`config.mk`:
```
export PLATFORM = sky130hd
export DESIGN_NAME = mux_eval_arbiter
export DESIGN_NICKNAME = d
export VERILOG_FILES = /design/src/rtl/mux_eval_pkg.sv /design/src/rtl/mux_eval.sv /design/src/rtl/mux_eval_arbiter.sv
export SDC_FILE = /design/constraint.sdc
export NUM_CORES = 1
export LEC_CHECK = 0
export CORE_MARGIN = 3
export CORE_UTILIZATION = 55
export CTS_CLUSTER_DIAMETER = 200
export DETAILED_ROUTE_END_ITERATION = 7
export GPL_ROUTABILITY_DRIVEN = 0
export MAX_ROUTING_LAYER = met4
export PLACE_DENSITY = 0.91
export SLEW_MARGIN = 10
export SYNTH_ARGS = -nofsm -noshare
export SYNTH_HDL_FRONTEND = slang
export SYNTH_SLANG_ARGS = --single-unit
```
`constraint.sdc`:
```
create_clock -name clk -period 7.8 [get_ports clk]
set_clock_uncertainty 0.05 [all_clocks]
set_input_delay 1.56 -clock clk [delete_from_list [all_inputs] [get_ports clk]]
set_output_delay 1.56 -clock clk [all_outputs]
set_load 0.05 [all_outputs]
```
`src/rtl/mux_eval_pkg.sv`:
```
// Shared types and the single definition of the evaluated Boolean function
// f = (x1 & x2) | (~x2 & x3), used by the mux_eval_arbiter slice.
package mux_eval_pkg;

  localparam int MAX_REQ = 16;
  localparam int STATS_W = 16;

  typedef struct packed {
    logic x1;
    logic x2;
    logic x3;
  } operand_t;

  function automatic logic f_eval(input logic x1, input logic x2, input logic x3);
    return (x1 & x2) | (~x2 & x3);
  endfunction

endpackage

```
`src/rtl/mux_eval.sv`:
```
// Purely combinational evaluator: one shared copy of the gate network,
// fed with the operand of whichever requester won arbitration.
module mux_eval
  import mux_eval_pkg::*;
(
  input  operand_t i_op,
  output logic     o_f
);

  assign o_f = f_eval(i_op.x1, i_op.x2, i_op.x3);

endmodule

```
`src/rtl/mux_eval_arbiter.sv`:
```
// Round-robin arbiter sharing one mux_eval among N_REQ requesters, with a
// one-entry registered result slot. Define MUX_ARB_STATS_EN to add eval_cnt.
//
// state    | meaning
// ST_EMPTY | result slot empty, rsp_valid=0
// ST_FULL  | result slot holds a result, rsp_valid=1
module mux_eval_arbiter
  import mux_eval_pkg::*;
#(
  parameter  int N_REQ = 4,
  localparam int ID_W  = $clog2(N_REQ)
) (
  input  logic               clk,
  input  logic               rst_n,
  input  logic [N_REQ-1:0]   req_valid,
  input  logic [3*N_REQ-1:0] req_x,
  output logic [N_REQ-1:0]   req_ready,
  output logic               rsp_valid,
  output logic [ID_W-1:0]    rsp_id,
  output logic               rsp_f,
  input  logic               rsp_ready
`ifdef MUX_ARB_STATS_EN
  ,
  output logic [STATS_W-1:0] eval_cnt
`endif
);

  typedef enum logic {ST_EMPTY = 1'b0, ST_FULL = 1'b1} state_t;

  state_t          r_state;
  logic [ID_W-1:0] r_ptr;
  logic [ID_W-1:0] r_rsp_id;
  logic            r_rsp_f;

  logic            w_can_accept;
  logic            w_found;
  logic            w_grant;
  logic [ID_W-1:0] w_win;
  operand_t        w_op;
  logic            w_f;
  int              idx;

  // rst_n gates acceptance so no requester sees ready while reset is held
  assign w_can_accept = rst_n & ((r_state == ST_EMPTY) | rsp_ready);

  always_comb begin
    w_found = 1'b0;
    w_win   = '0;
    w_op    = '0;
    idx     = 0;
    for (int k = 0; k < N_REQ; k++) begin
      idx = int'(r_ptr) + k;
      if (idx >= N_REQ) idx = idx - N_REQ;
      if (!w_found && req_valid[idx]) begin
        w_found = 1'b1;
        w_win   = ID_W'(idx);
        w_op    = operand_t'(req_x[3*idx +: 3]);
      end
    end
  end

  assign w_grant = w_can_accept & w_found;

  always_comb begin
    req_ready = '0;
    if (w_grant) req_ready[w_win] = 1'b1;
  end

  mux_eval u_eval (
    .i_op (w_op),
    .o_f  (w_f)
  );

  always_ff @(posedge clk or negedge rst_n) begin
    if (!rst_n) begin
      r_state  <= ST_EMPTY;
      r_ptr    <= '0;
      r_rsp_id <= '0;
      r_rsp_f  <= 1'b0;
    end else if (w_grant) begin
      r_state  <= ST_FULL;
      r_rsp_id <= w_win;
      r_rsp_f  <= w_f;
      r_ptr    <= (w_win == ID_W'(N_REQ - 1)) ? '0 : w_win + 1'b1;
    end else if (r_state == ST_FULL && rsp_ready) begin
      r_state <= ST_EMPTY;
    end
  end

  assign rsp_valid = (r_state == ST_FULL);
  assign rsp_id    = r_rsp_id;
  assign rsp_f     = r_rsp_f;

`ifdef MUX_ARB_STATS_EN
  logic [STATS_W-1:0] r_eval_cnt;

  always_ff @(posedge clk or negedge rst_n) begin
    if (!rst_n) begin
      r_eval_cnt <= '0;
    end else if (rsp_valid && rsp_ready && (r_eval_cnt != {STATS_W{1'b1}})) begin
      r_eval_cnt <= r_eval_cnt + 1'b1;
    end
  end

  assign eval_cnt = r_eval_cnt;
`endif

endmodule

```
==> metrics <==
Via-to-Cell Ratio=~6.7; Seq pwr share=under 10%; Synth Net Count=269; RSZ-0062 raised after global routing=false; reg2reg setup slack=3690 ps; Hold EP=rsp_id[0]; die width=65.65 µm; PwrDens=485.5 nW/µm²; layout cells sized above 1=approximately 12%; R2R cell count=14; Area contributors post-synth=mux4_2, dfrtp_1, ha_1, mux4_1, mux2i_1; P_sw=583.6 µW; Final setup viols=0; Final Net Count=283; drt drc=0; reg2reg end=rsp_f; Setup Fix Bufs, Post-CTS=0; Sw Ratio=54.80%; Hold Buf Count CTS=0; CTS max path bufs=2; Die H=65.65 µm; vias in the first global route=1727; area of the core=3390 µm²; Hold Path Depth=1; Setup crit start kind=flop; drt first-iter violations=177; WP data arrival=between 4000 and 5000 ps; CTS Buf Count=3; Die ar.=4310 µm²; startpoint of the tightest hold check path=rsp_id[0]; CP endpoint kind=primary output; WS Path Type=reg -> out; slew margin rel.=53.49%; Logic pwr share=~92%; ant diodes=0; Lkg Pwr=around 0.84 nW; Async SR Flop Fraction=100.0%; clock network power share=2.6%; YS warnings=0; vias post-DR=1984; maximum vdd drop=0.2122 mV; port bufs=26; cells after synthesis=238; post-synthesis cell area=1957 µm²; Distinct cells, synth=58; Clk Latency, worst-skew pair=240 ps; Tmin final=6285 ps; Worst R2R Start=r_ptr[0]; Int Power=481.4 µW; EDFF count, synth=0; Yosys top cell area share=12.66%; row count=21; total grt overflow=0; TritonCTS clock tree=built; Post-DRT Antenna Nets=0; Synth area leader=mux4_2; Initial Util=57.73%; DP HPWL=3.629 mm; final period utilization=80.58%; fin. max-slew vios=0; max_cap viols=0; # IOs=27; clk slew on worst S/H paths=40 ps; clock sink total=6; status=completed; Post-Syn Area per Cell=8.222 µm²; initial antenna violation count=0; CP Max Fanout=50; Hold Crit Class=reg -> reg; Data required, critical path=6190 ps; Util after Layout=64.71%; Final Cell Area=2193 µm²; TNS Setup=0 ps; final wirelength=4.952 mm; largest net degree at the start of global routing=51; fmax=159.1 MHz; area grow syn2layout=12.08%; Area after DPL=~2200 µm²; drt pass-1 iters=7; All-Layer GR Usage=24.29%; H-tree Lvls=1; final hold vios=0; Resize count post-CTS=0; DR WL/cell=16.73 µm; flops & latches, synth=6; Least-Margin Pin Slew=just under 700 ps; main flop type after synthesis=dfrtp_1; sequential area share after synthesis=7.673%; first-pass GRT wire length=8.135 mm; CTS root buf=clkbuf_4
==> worst max-delay path by stage <==
stage / startpoint / to / slack, ps
2_1_floorplan: req_valid[2] / req_ready[3] / 2870
3_3_place_gp: req_valid[2] / req_ready[3] / 1770
3_5_place_dp: req_valid[2] / req_ready[1] / 1640
4_1_cts: r_ptr[0] / req_ready[1] / 1580
5_1_grt: r_ptr[0] / req_ready[1] / 1230
6_report: r_ptr[0] / req_ready[1] / 1510
==> critical path: stages (launching register included) <==
cell and delay [ps]:
dfrtp_1 310, buf_4 440, inv_1 460, ha_1 420, buf_4 450, clkinv_1 440, o311a_1 460, o22ai_1 230
inv_1 150, ha_1 200, and2_1 140, clkdlybuf4s50_1 700
==> synthesized netlist by cell type, types with 3 or more instances <==
cell	count
nand2_1	22
nor2_1	21
o21ai_0	14
a21oi_1	12
ha_1	12
inv_1	11
mux4_2	11
mux2i_1	10
nand2b_1	10
buf_2	8
mux2_2	7
a211oi_1	6
clkbuf_1	6
dfrtp_1	6
nand3_1	6
and2_1	5
buf_6	5
nor2b_1	5
mux4_1	4
o211ai_1	4
a31oi_1	3
nand4_1	3
nor3_1	3
nor4_1	3
o22ai_1	3
==> sequential cells by signal (all words and copies together) (netlist names) <==
register	flops
r_ptr	2
rsp_f	1
rsp_valid	1
rsp_id	2
==> layout by cell type (no fill, tap or decap), drive strengths merged, types with 6 or more instances in the layout <==
cell           instances
a211oi                 6
a21oi                 12
clkdlybuf4s50         26
dfrtp                  6
ha                    12
inv                   11
mux2                   9
mux2i                 11
mux4                  15
nand2                 22
nand2b                10
nand3                  6
nor2                  21
o21ai                 15
==> layout make-up <==
| cell class | instances | area (µm²) |
|---|---|---|
| well taps | 46 | 57.56 |
| multi-input cells | 201 | 1643 |
| inverters | 12 | 45.04 |
| repair buffers | 28 | 275.3 |
| flip-flops and latches | 6 | 150.1 |
| clock buffers | 3 | 22.52 |
| fillers | 274 | 1196 |
==> power groups by stage <==
| stage | Sequential, mW | Combinational [mW] | Clock [mW] |
|---|---|---|---|
| finish | 0.0588 | 0.978 | 0.0279 |
| global route | 0.0603 | 1.06 | 0.0303 |
| CTS | 0.0583 | 0.963 | 0.0293 |
| detailed placement | 0.0589 | 0.962 | 0 |
| global placement | 0.0586 | 0.937 | 0 |
| floorplan | 0.0889 | 0.780 | 0 |
==> metal layers <==
layer | vias up | global-route usage (%) | share of wire [%]
li1 | 927 | - | -
met1 | 911 | 33.40 | 40
met2 | 136 | 38.55 | 48
met3 | 10 | 0.1709 | 9.5
met4 | 0 | 9.067 | 1.9
met5 | - | - | 0
==> kinds of logic (layout without fill, tap and decap cells) <==
family / Yosys count / count (layout) / share of synthesized area [%]
compound gates: 63 / 63 / 22.32
fa+ha+maj: 13 / 13 / 8.184
mux: 35 / 35 / 29.86
buf+inv: 31 / 43 / 8.376
xor+xnor: 1 / 1 / 0.4477
other cells: 1 / 1 / 0.1916
flops: 6 / 6 / 7.672
simple gates: 88 / 88 / 22.95
==> stage by stage <==
stage | setup WS, ps | hold WS, ps | total power, mW | std cells
after floorplan | 2872 | 681.9 | 0.8687 | 238
after global placement | 1767 | 430.7 | 0.9952 | 293
after detailed placement | 1637 | 439.2 | 1.021 | 293
after CTS | 1584 | 443.6 | 1.051 | 296
after global routing | 1229 | 456.4 | 1.153 | 296
final | 1515 | 438.1 | 1.065 | 296
Note: power is estimated with default switching activity, not from simulation.
